<file path="src/rtl/token_scanner_pkg.sv">
// token_pkg: shared codes and defaults for the token scanner slice.
//   TT_IDENT / TT_NUMBER : values driven on tok_type
//   S_IDLE / S_IDENT / S_NUM : one-hot scanner FSM states
//   LEN_W_DEF / POS_W_DEF : default widths of the length and position fields
package token_pkg;

    localparam int unsigned LEN_W_DEF = 8;
    localparam int unsigned POS_W_DEF = 16;

    typedef enum logic [1:0] {
        TT_NONE   = 2'b00,
        TT_IDENT  = 2'b01,
        TT_NUMBER = 2'b10
    } tok_type_e;

    typedef enum logic [2:0] {
        S_IDLE  = 3'b001,
        S_IDENT = 3'b010,
        S_NUM   = 3'b100
    } state_e;

endpackage

</file>
<file path="src/rtl/token_scanner_if.sv">
// token_scanner_if: character input stream plus token record output.
//   in_valid/in_char/in_ready : 8-bit character stream (valid/ready)
//   tok_valid/tok_ready       : token record handshake
//   tok_type/tok_len/tok_start/tok_tail_digit : token record fields
//   tok_count                 : number of records handed off (wraps)
// Modports: slave = scanner side, master = environment side.
interface token_scanner_if
    import token_pkg::*;
#(
    parameter int unsigned LEN_W = LEN_W_DEF,
    parameter int unsigned POS_W = POS_W_DEF
);
    logic             in_valid;
    logic [7:0]       in_char;
    logic             in_ready;
    logic             tok_valid;
    logic             tok_ready;
    logic [1:0]       tok_type;
    logic [LEN_W-1:0] tok_len;
    logic [POS_W-1:0] tok_start;
    logic             tok_tail_digit;
    logic [15:0]      tok_count;

    modport slave (
        input  in_valid, in_char, tok_ready,
        output in_ready, tok_valid, tok_type, tok_len, tok_start,
               tok_tail_digit, tok_count
    );

    modport master (
        output in_valid, in_char, tok_ready,
        input  in_ready, tok_valid, tok_type, tok_len, tok_start,
               tok_tail_digit, tok_count
    );
endinterface

</file>
<file path="src/rtl/token_scanner_char_class.sv">
// char_class: combinational ASCII classifier.
//   in_char  : byte to classify
//   is_alpha : 'a'..'z' or 'A'..'Z'
//   is_digit : '0'..'9'
// Every other byte (including 8'h00) is a delimiter (both outputs low).
module char_class (
    input  logic [7:0] in_char,
    output logic       is_alpha,
    output logic       is_digit
);
    always_comb begin
        is_alpha = ((in_char >= 8'h61) && (in_char <= 8'h7A)) ||   // a..z
                   ((in_char >= 8'h41) && (in_char <= 8'h5A));     // A..Z
        is_digit =  (in_char >= 8'h30) && (in_char <= 8'h39);      // 0..9
    end
endmodule

</file>
<file path="src/rtl/token_scanner.sv">
// token_scanner: groups runs of letters/digits from a character stream
// into IDENT / NUMBER tokens and emits one record per token through a
// single-entry output register.
//   clk   : rising-edge clock
//   reset : synchronous, active-high
//   bus   : token_scanner_if.slave (character input, token output,
//           tok_count). LEN_W/POS_W must match the interface instance.
module token_scanner
    import token_pkg::*;
#(
    parameter int unsigned LEN_W = LEN_W_DEF,
    parameter int unsigned POS_W = POS_W_DEF
) (
    input  logic            clk,
    input  logic            reset,
    token_scanner_if.slave  bus
);
    localparam logic [LEN_W-1:0] LEN_ONE = LEN_W'(1);

    state_e           state_q, state_d;
    logic [LEN_W-1:0] len_q, len_d;
    logic [POS_W-1:0] start_q, start_d;
    logic             tail_q, tail_d;
    logic [POS_W-1:0] pos_q;

    logic             out_valid_q;
    logic [1:0]       out_type_q;
    logic [LEN_W-1:0] out_len_q;
    logic [POS_W-1:0] out_start_q;
    logic             out_tail_q;
    logic [15:0]      count_q;

    logic             is_alpha, is_digit;
    logic             in_ready, accept, handoff;
    logic             emit, start_tok;
    tok_type_e        emit_type;
    logic [LEN_W-1:0] len_inc;

    char_class u_char_class (
        .in_char  (bus.in_char),
        .is_alpha (is_alpha),
        .is_digit (is_digit)
    );

    // The output register only holds one record; accepting a character is
    // only allowed when that slot is empty or retires on this edge.
    assign in_ready = ~out_valid_q | bus.tok_ready;
    assign accept   = bus.in_valid & in_ready;
    assign handoff  = out_valid_q & bus.tok_ready;
    assign len_inc  = (len_q == '1) ? len_q : len_q + LEN_ONE;

    always_comb begin
        state_d   = state_q;
        len_d     = len_q;
        start_d   = start_q;
        tail_d    = tail_q;
        emit      = 1'b0;
        emit_type = TT_IDENT;
        start_tok = 1'b0;
        if (accept) begin
            unique case (state_q)
                S_IDLE: begin
                    if (is_alpha) begin
                        state_d   = S_IDENT;
                        start_tok = 1'b1;
                    end else if (is_digit) begin
                        state_d   = S_NUM;
                        start_tok = 1'b1;
                    end
                end
                S_IDENT: begin
                    if (is_alpha || is_digit) begin
                        len_d  = len_inc;
                        tail_d = is_digit;
                    end else begin
                        emit    = 1'b1;
                        state_d = S_IDLE;
                    end
                end
                S_NUM: begin
                    if (is_digit) begin
                        len_d = len_inc;
                    end else begin
                        // alpha closes the number and opens an identifier
                        // with the same character on the same edge
                        emit      = 1'b1;
                        emit_type = TT_NUMBER;
                        state_d   = is_alpha ? S_IDENT : S_IDLE;
                        start_tok = is_alpha;
                    end
                end
                default: state_d = S_IDLE;
            endcase
            if (start_tok) begin
                len_d   = LEN_ONE;
                start_d = pos_q;
                tail_d  = 1'b0;
            end
        end
    end

    always_ff @(posedge clk) begin
        if (reset) begin
            state_q <= S_IDLE;
            len_q   <= '0;
            start_q <= '0;
            tail_q  <= 1'b0;
            pos_q   <= '0;
        end else begin
            state_q <= state_d;
            len_q   <= len_d;
            start_q <= start_d;
            tail_q  <= tail_d;
            if (accept) begin
                pos_q <= pos_q + POS_W'(1);
            end
        end
    end

    // Emission records the accumulators as they stood before this
    // character; emit implies accept, so a held record is never overwritten.
    always_ff @(posedge clk) begin
        if (reset) begin
            out_valid_q <= 1'b0;
            out_type_q  <= '0;
            out_len_q   <= '0;
            out_start_q <= '0;
            out_tail_q  <= 1'b0;
            count_q     <= '0;
        end else begin
            if (emit) begin
                out_valid_q <= 1'b1;
                out_type_q  <= emit_type;
                out_len_q   <= len_q;
                out_start_q <= start_q;
                out_tail_q  <= (emit_type == TT_IDENT) & tail_q;
            end else if (handoff) begin
                out_valid_q <= 1'b0;
            end
            if (handoff) begin
                count_q <= count_q + 16'd1;
            end
        end
    end

    assign bus.in_ready       = in_ready;
    assign bus.tok_valid      = out_valid_q;
    assign bus.tok_type       = out_type_q;
    assign bus.tok_len        = out_len_q;
    assign bus.tok_start      = out_start_q;
    assign bus.tok_tail_digit = out_tail_q;
    assign bus.tok_count      = count_q;

endmodule
</file>
<file path="src/flat_wrapper.sv">
// flat-port wrapper written by rule: the top's interface ports become plain ports
module token_scanner_flat import token_pkg::*;
#(
    parameter int unsigned LEN_W = LEN_W_DEF,
    parameter int unsigned POS_W = POS_W_DEF
)
  (clk, reset, bus_in_valid, bus_in_char, bus_tok_ready, bus_in_ready, bus_tok_valid, bus_tok_type, bus_tok_len, bus_tok_start, bus_tok_tail_digit, bus_tok_count);
  token_scanner_if #(.LEN_W(LEN_W), .POS_W(POS_W)) bus_i ();
  input  logic clk;
  input  logic reset;
  input wire logic [$bits(bus_i.in_valid)-1:0] bus_in_valid;
  input wire logic [$bits(bus_i.in_char)-1:0] bus_in_char;
  input wire logic [$bits(bus_i.tok_ready)-1:0] bus_tok_ready;
  output wire logic [$bits(bus_i.in_ready)-1:0] bus_in_ready;
  output wire logic [$bits(bus_i.tok_valid)-1:0] bus_tok_valid;
  output wire logic [$bits(bus_i.tok_type)-1:0] bus_tok_type;
  output wire logic [$bits(bus_i.tok_len)-1:0] bus_tok_len;
  output wire logic [$bits(bus_i.tok_start)-1:0] bus_tok_start;
  output wire logic [$bits(bus_i.tok_tail_digit)-1:0] bus_tok_tail_digit;
  output wire logic [$bits(bus_i.tok_count)-1:0] bus_tok_count;
  assign bus_i.in_valid = bus_in_valid;
  assign bus_i.in_char = bus_in_char;
  assign bus_i.tok_ready = bus_tok_ready;
  assign bus_in_ready = bus_i.in_ready;
  assign bus_tok_valid = bus_i.tok_valid;
  assign bus_tok_type = bus_i.tok_type;
  assign bus_tok_len = bus_i.tok_len;
  assign bus_tok_start = bus_i.tok_start;
  assign bus_tok_tail_digit = bus_i.tok_tail_digit;
  assign bus_tok_count = bus_i.tok_count;
  token_scanner #(.LEN_W(LEN_W), .POS_W(POS_W)) u_core (.clk(clk), .reset(reset), .bus(bus_i));
endmodule
</file>
<file path="config.mk">
export PLATFORM = sky130hd
export DESIGN_NAME = token_scanner_flat
export DESIGN_NICKNAME = d
export VERILOG_FILES = /design/src/rtl/token_scanner_pkg.sv /design/src/rtl/token_scanner_if.sv /design/src/rtl/token_scanner_char_class.sv /design/src/rtl/token_scanner.sv /design/src/flat_wrapper.sv
export SDC_FILE = /design/constraint.sdc
export NUM_CORES = 1
export LEC_CHECK = 0
export ABC_AREA = 1
export BUFFER_PORTS_ARGS = -buffer_cell sky130_fd_sc_hd__clkbuf_2
export CAP_MARGIN = 20
export CORE_MARGIN = 5
export CORE_UTILIZATION = 61
export DETAILED_ROUTE_END_ITERATION = 12
export GPL_TIMING_DRIVEN = 1
export HOLD_SLACK_MARGIN = 0.12
export MAX_ROUTING_LAYER = met4
export PLACE_DENSITY = 0.8
export SLEW_MARGIN = 20
export SYNTH_ARGS = -nofsm -noshare
export SYNTH_HDL_FRONTEND = slang
export SYNTH_SLANG_ARGS = --single-unit
</file>
<file path="constraint.sdc">
create_clock -name clk -period 4.85 [get_ports clk]
set_input_delay 0.97 -clock clk [delete_from_list [all_inputs] [get_ports clk]]
set_output_delay 0.97 -clock clk [all_outputs]
set_load 0.01 [all_outputs]
</file>
==> flow_metrics.py, run 1 <==
metrics = {
    "logic_synthesis": {
        "syn_nets": 534,
        "ys_ff_latch": 88,
        "avgSynthCellArea_um2": 7.52,
        "ys_warn_count": 0,
        "netlist_instances": 519,
        "synthesis.area_um2": 3900,
        "synth.distinct_cells": 34,
        "yosysSeqAreaShare_pct": 45.1,
    },
    "place": {
        "dp_hpwl_um": 5590,
        "numPlacedInstances": 636,
        "portBuffers": 56,
        "gp_congestion": 0.829,
        "dpl-instance-area_um2": 4190,
    },
    "global_routing": {
        "grt_pass1_wl_um": 13900,
        "grt_usage_pct": 20.6,
        "grt_antenna_before_repair": 0,
        "grt_max_degree": 51,
        "grt_pass1_vias": 3174,
        "gr-total-overflow": 0,
    },
    "sta": {
        "relSlewSlack_pct": 43.6,
        "worst_hold_slack_ns": 0.461,
        "tightest_slew_ns": 0.847,
        "rsz0062_at_grt": "no",
        "fin_tns_setup_ns": 0,
        "setup_viol": 0,
        "final_max_slew_viol_count": 0,
        "skew_ns": 0.00987,
        "finalCritPeriodShare_pct": 56.2,
        "hold_violations": 0,
        "fmax_mhz": 367,
        "finalCriticalPeriod_ns": 2.72,
    },
    "final_layout": {
        "seqCellArea_um2": 1760,
        "multi_input_area_um2": 1850,
        "final_cell_area_um2": 4380,
        "drive_above_1_share_pct": 20.3,
        "area_growth_pct": 12.2,
        "fillers": 538,
        "fin_nets": 585,
        "instances_no_fill": 652,
        "antenna_cells": 0,
    },
    "route": {
        "viasPerCell": 5.31,
        "drc_errors": 0,
        "antenna_left": 0,
        "wirelength_um": 8060,
        "vias": 3463,
        "drt_iter0_drc": 198,
        "routedWlPerCell_um": 12.4,
        "firstDrtPassIters": 4,
    },
    "floorplanning": {
        "pin_count": 57,
        "rows": 29,
        "initial_utilization_pct": 62.2,
        "core_um2": 6280,
        "dieArea_um2": 8100,
        "fp.dieW_um": 90.0,
        "die_y_um": 90.0,
    },
    "power_and_ir_drop": {
        "p_leak_uw": 0.00191,
        "p_per_area_nw_per_um2": 314,
        "ir_worst_vdd_v": 0.000211,
    },
    "critical_path": {
        "critPathLaunchType": "primary input",
        "crit_type": "primary input to register",
        "arrival_ns": 2.97,
        "slowest_stage": "nand2_2",
        "path_buf_inv": 4,
        "critPathMaxStageDelay_ns": 0.36,
        "critPathTopFamily": "simple AND/OR/NAND/NOR gates",
        "required_ns": 5.10,
        "crit_path_frequent_cell": "nor2_1",
        "worstPathCellList": "clkbuf_2 > inv_1 > nor2_1 > nand3_1 > nand2_1 > nand2_1 > nand2_2 > nand3_2 > inv_2 > nand3_2 > nand2_2 > inv_2 > nor2_1 > nor2_1",
        "endpoint_kind": "register",
        "crit_fanout": 25,
    },
    "status": {
        "outcome": "complete, no violations",
    },
    "clock_network": {
        "cts_post_setup_buffers_inserted": 0,
        "insertion_delay_ns": 0.35,
        "cts_tree": "yes",
        "h-tree-depth": 3,
        "root_buffer": "clkbuf_8",
        "clk_pin_slew_ns": 0.08,
        "clockBufferDepth": 2,
        "hold_buffers": 0,
        "cts.repair.resized": 0,
        "clock_sinks": 88,
        "cts_buffers": 9,
    },
    "run": {
        "cap_violations": 0,
    },
    "min_path": {
        "hold_path_class": "register to register",
    },
}
==> logic make-up after synthesis <==
logic type	Yosys count	synth area share, %
simple gates	238	28.6
compound gates	111	15.3
flops	88	45.1
buf+inv	68	7.47
xor+xnor	11	2.47
fa+ha+maj	3	0.961
==> worst register-to-register path, cell delays in order, from the launching register on <==
cell and delay [ns]:
dfxtp_1 0.34, nand2_2 0.12, nand2_4 0.10, inv_1 0.26, nand3_2 0.17, nand2_2 0.36
inv_2 0.30, nor2_1 0.19, nor2_1 0.07
==> area by class of cell <==
cell class,instances,area share [%]
sequential,88,40.2
timing repair buffer,57,6.57
clock buffer,12,3.77
inverter,51,4.37
tap,77,2.20
multi-input combinational,363,42.3
clock inverter,4,0.600
==> placed cells by master (no fill, tap or decap), types with 3 or more instances in the layout <==
cell      count
inv_1        45
clkbuf_2     56
o21ai_1       4
dfxtp_1      88
nand3_2       3
xnor2_1       5
inv_2         4
nor3b_1       4
nor3_1        5
o21a_1        5
nand4_1       5
nor2_2        4
nand2_4       3
nand2_1      73
a21oi_1      46
ha_1          3
clkbuf_8     12
nand2_2      16
nand3_1      26
o21ai_0      47
a21oi_2       7
nor2_1       93
xor2_1        6
==> final timing paths <==
check        cells after the start  slack (ns)                      end                   start
max reg2reg                      8        2.85  u_core.bus.tok_start[0]    u_core.bus.tok_valid
min reg2reg                      2        0.46   u_core.bus.tok_type[0]  u_core.bus.tok_type[0]
max                             14        2.13  u_core.bus.tok_start[0]          bus_in_char[4]
min                              2        0.46   u_core.bus.tok_type[0]  u_core.bus.tok_type[0]
==> state kept, by name, summed over array words and instances, names as in the netlist <==
register and cells:
u_core.bus.tok_count 16, u_core.bus.tok_start 16, u_core.pos_q 16, u_core.start_q 16
u_core.bus.tok_len 8, u_core.len_q 8, u_core.state_q 3, u_core.bus.tok_type 2
u_core.bus.tok_tail_digit 1, u_core.bus.tok_valid 1, u_core.tail_q 1
==> where the power goes <==
part,total (uW),switching (uW),internal (uW)
clock network,476,247,228
logic,143,99.2,44.2
registers,755,14.1,741
total,1370,361,1010
==> stage by stage <==
stage	util [%]	power (uW)	setup WS, ns
6_report	69.8	1370	2.13
5_1_grt	69.8	1440	1.91
4_1_cts	69.8	1390	2.20
3_5_place_dp	66.7	915	1.83
3_3_place_gp	66.7	909	1.92
2_1_floorplan	-	887	2.65
==> layer usage <==
layer	up-vias	GRT usage, %	wire [um]
li1	1779	-	-
met1	1584	26.0	3860
met2	90	31.6	3570
met3	10	6.59	520
met4	0	6.33	110
met5	-	-	0
==> cell usage after synthesis (all sizes together) <==
master / count / area, um2
nor2: 97 / 374
nand2: 94 / 448
dfxtp: 88 / 1760
a21oi: 53 / 292
o21ai: 52 / 264
inv: 49 / 184
nand3: 30 / 178
buf: 9 / 70.1
clkbuf: 8 / 30.0
nor3: 7 / 45.0
xor2: 6 / 52.6
nand4: 5 / 31.3
nor3b: 5 / 42.5
o21a: 5 / 37.5
xnor2: 5 / 43.8
ha: 3 / 37.5
clkinv: 2 / 7.51
a31oi: 1 / 6.26
Power figures use the tool's default switching activity.
==> inputs of run 2 (changes only) <==
--- a/config.mk
+++ b/config.mk
@@ -5,16 +5,16 @@
 export SDC_FILE = /design/constraint.sdc
 export NUM_CORES = 1
 export LEC_CHECK = 0
-export ABC_AREA = 1
+export ABC_AREA = 0
 export BUFFER_PORTS_ARGS = -buffer_cell sky130_fd_sc_hd__clkbuf_2
 export CAP_MARGIN = 20
 export CORE_MARGIN = 5
-export CORE_UTILIZATION = 61
+export CORE_UTILIZATION = 51
 export DETAILED_ROUTE_END_ITERATION = 12
 export GPL_TIMING_DRIVEN = 1
 export HOLD_SLACK_MARGIN = 0.12
 export MAX_ROUTING_LAYER = met4
-export PLACE_DENSITY = 0.8
+export PLACE_DENSITY = 0.71
 export SLEW_MARGIN = 20
 export SYNTH_ARGS = -nofsm -noshare
 export SYNTH_HDL_FRONTEND = slang
==> constraint.sdc (replaced) <==
create_clock -name clk -period 2.2 [get_ports clk]
set_input_delay 0.44 -clock clk [delete_from_list [all_inputs] [get_ports clk]]
set_output_delay 0.44 -clock clk [all_outputs]
set_load 0.01 [all_outputs]
==> run 2 against run 1 <==
Die area rose by 17%. Utilization fell by 5.3 points. Critical path depth fell by 7. First-iteration DRC count fell by 38%. Routed wire length rose by 4.3%. Highest routed layer unchanged.
==> flow_metrics.py, run 2 <==
metrics = {
    "status": {
        "outcome": "complete, no violations",
    },
    "logic_synthesis": {
        "ys_warn_count": 0,
        "syn_nets": 436,
        "synthArstFlopShare_pct": 0,
        "synth-edff-count": 0,
        "synthesis.area_um2": 3890,
        "yosysTopAreaCellShare_pct": 45.3,
        "synth.distinct_cells": 56,
        "dominantRegCellSynth": "dfxtp_1",
        "netlist_instances": 421,
        "yosysMostFrequentCell": "dfxtp_1",
        "yosysTopAreaCell": "dfxtp_1",
        "ys_top_cells_by_area": "dfxtp_1 45%, mux2i_1 11%, nor2_1 7.2%, xor2_1 4.1%, a21oi_1 2.8%",
        "ys_top_cells_by_count": "88 x dfxtp_1, 75 x nor2_1, 42 x mux2i_1, 25 x nand2_1, 22 x a21oi_1",
        "ys_ff_latch": 88,
        "yosysSeqAreaShare_pct": 45.3,
        "avgSynthCellArea_um2": 9.24,
    },
    "global_routing": {
        "grt_max_degree": 37,
        "grt_antenna_before_repair": 0,
        "grt_pass1_wl_um": 14300,
        "gr-total-overflow": 0,
        "grt_usage_pct": 18.4,
        "grt_pass1_vias": 3093,
    },
    "place": {
        "gp_congestion": 0.864,
        "dp_hpwl_um": 6010,
        "portBuffers": 56,
    },
    "sta": {
        "fmax_mhz": 484,
        "tightest_slew_ns": 0.425,
        "final_max_slew_viol_count": 0,
        "worst_hold_slack_ns": 0.410,
        "setup_viol": 0,
        "relSlewSlack_pct": 71.5,
        "skew_ns": 0.0105,
        "hold_violations": 0,
        "finalCriticalPeriod_ns": 2.07,
        "finalCritPeriodShare_pct": 93.9,
        "rsz0062_at_grt": "no",
    },
    "floorplanning": {
        "fp.dieW_um": 97.4,
        "core_um2": 7330,
        "dieArea_um2": 9480,
        "die_y_um": 97.4,
        "pin_count": 57,
        "rows": 31,
        "initial_utilization_pct": 53.1,
    },
    "clock_network": {
        "hold_buffers": 0,
        "h-tree-depth": 3,
        "cts_tree": "yes",
        "root_buffer": "clkbuf_8",
        "clockBufferDepth": 2,
        "insertion_delay_ns": 0.36,
        "clock_sinks": 88,
        "clk_pin_slew_ns": 0.10,
        "cts_post_setup_buffers_inserted": 0,
        "cts_buffers": 9,
    },
    "final_layout": {
        "fillers": 634,
        "mostFrequentLayoutCell": "dfxtp_1",
        "area_growth_pct": 21.5,
        "final_util_pct": 64.5,
        "fin_nets": 522,
        "antenna_cells": 0,
        "drive_above_1_share_pct": 26.2,
        "final_cell_mix": "86 x dfxtp_1, 75 x nor2_1, 56 x clkbuf_2",
    },
    "power_and_ir_drop": {
        "p_leak_uw": 0.00213,
        "ir_worst_vdd_v": 0.000492,
        "p_per_area_nw_per_um2": 651,
    },
    "critical_path": {
        "endpoint_kind": "register",
        "required_ns": 2.48,
        "critPathLaunchType": "register",
        "crit_fanout": 13,
        "arrival_ns": 2.35,
        "crit_type": "register to register",
    },
    "route": {
        "viasPerCell": 5.32,
        "routedWlPerCell_um": 13.8,
        "wirelength_um": 8400,
        "vias": 3250,
        "firstDrtPassIters": 4,
        "drc_errors": 0,
        "drt_iter0_drc": 123,
        "antenna_left": 0,
    },
    "run": {
        "cap_violations": 0,
    },
    "min_path": {
        "hold_path_class": "primary input to register",
    },
}
## run 2: cell types whose count changed in the layout (fill, tap and decap cells not counted), moves of 8 or more
cell | before | now
or3_1 | 0 | 8
nand2_1 | 73 | 25
nand3_1 | 26 | 14
nand2_2 | 16 | 0
inv_1 | 45 | 5
xor2_1 | 6 | 18
mux2i_1 | 0 | 42
a21oi_1 | 46 | 22
nor2_1 | 93 | 75
o21ai_0 | 47 | 12
buf_4 | 1 | 40
## run 2: final timing paths
check | from | endpoint | slack (ns) | depth (start not counted)
hold / removal | bus_tok_ready | u_core.bus.tok_count[1] | 0.41 | 3
setup reg to reg | u_core.state_q[1] | u_core.len_q[1] | 0.13 | 7
setup / recovery | u_core.state_q[1] | u_core.len_q[1] | 0.13 | 7
hold reg to reg | u_core.bus.tok_type[0] | u_core.bus.tok_type[0] | 0.46 | 2
## run 2: cells by family (layout without fill, tap and decap cells)
logic type / after synthesis / in the layout / synth area share [%]
simple gates: 176 / 176 / 23.2
flops: 88 / 88 / 45.3
compound gates: 61 / 61 / 10.8
mux: 42 / 42 / 10.8
buf+inv: 28 / 119 / 3.83
xor+xnor: 23 / 23 / 5.18
fa+ha+maj: 3 / 3 / 0.965
## run 2: where the power goes
part,switching [uW],internal (uW),total [uW]
Clock,600,570,1170
Combinational,155,136,291
Sequential,16.7,1600,1620
Total,772,2310,3080
## run 2: through the flow
step	power, uW	setup slack, ns	TNS, ns	instances	area (um2)
3_5_place_dp	1940	-0.140	-2.42	595	4510
6_report	3080	0.134	0	611	4730
2_1_floorplan	1840	0.0509	0	421	3890
5_1_grt	3220	0.0306	0	611	4730
3_3_place_gp	1940	-0.0615	-1.01	595	4510
4_1_cts	3120	0.0745	0	611	4720
## run 2: timing repair
item / 4_1_cts / 5_1_grt
gates resized for setup: 1 / 3
pin swaps: 0 / 0
endpoints found under the setup margin: 3 / 4
## run 2: critical path: stages, from the launching register on
cell	delay [ns]
dfxtp_2	0.43
nor3b_1	0.29
nor2_1	0.10
o21ai_0	0.13
o311ai_2	0.15
buf_4	0.20
or4b_1	0.53
a21oi_1	0.16
## run 2: metal layers
layer | global-route usage, % | wire length, um | part of all wire (%)
met1 | 21.2 | 3720 | 44
met2 | 31.4 | 4210 | 50
met3 | 4.74 | 320 | 3.8
met4 | 5.54 | 152 | 1.8
met5 | - | 0 | 0
## run 2: area by class of cell
cell class	count	area [um2]	area share, %
timing repair buffer	98	621	13.1
sequential	88	1770	37.4
tap	99	124	2.62
clock buffer	10	138	2.91
clock inverter	6	73.8	1.56
inverter	5	18.8	0.397
multi-input combinational	305	1990	42.0
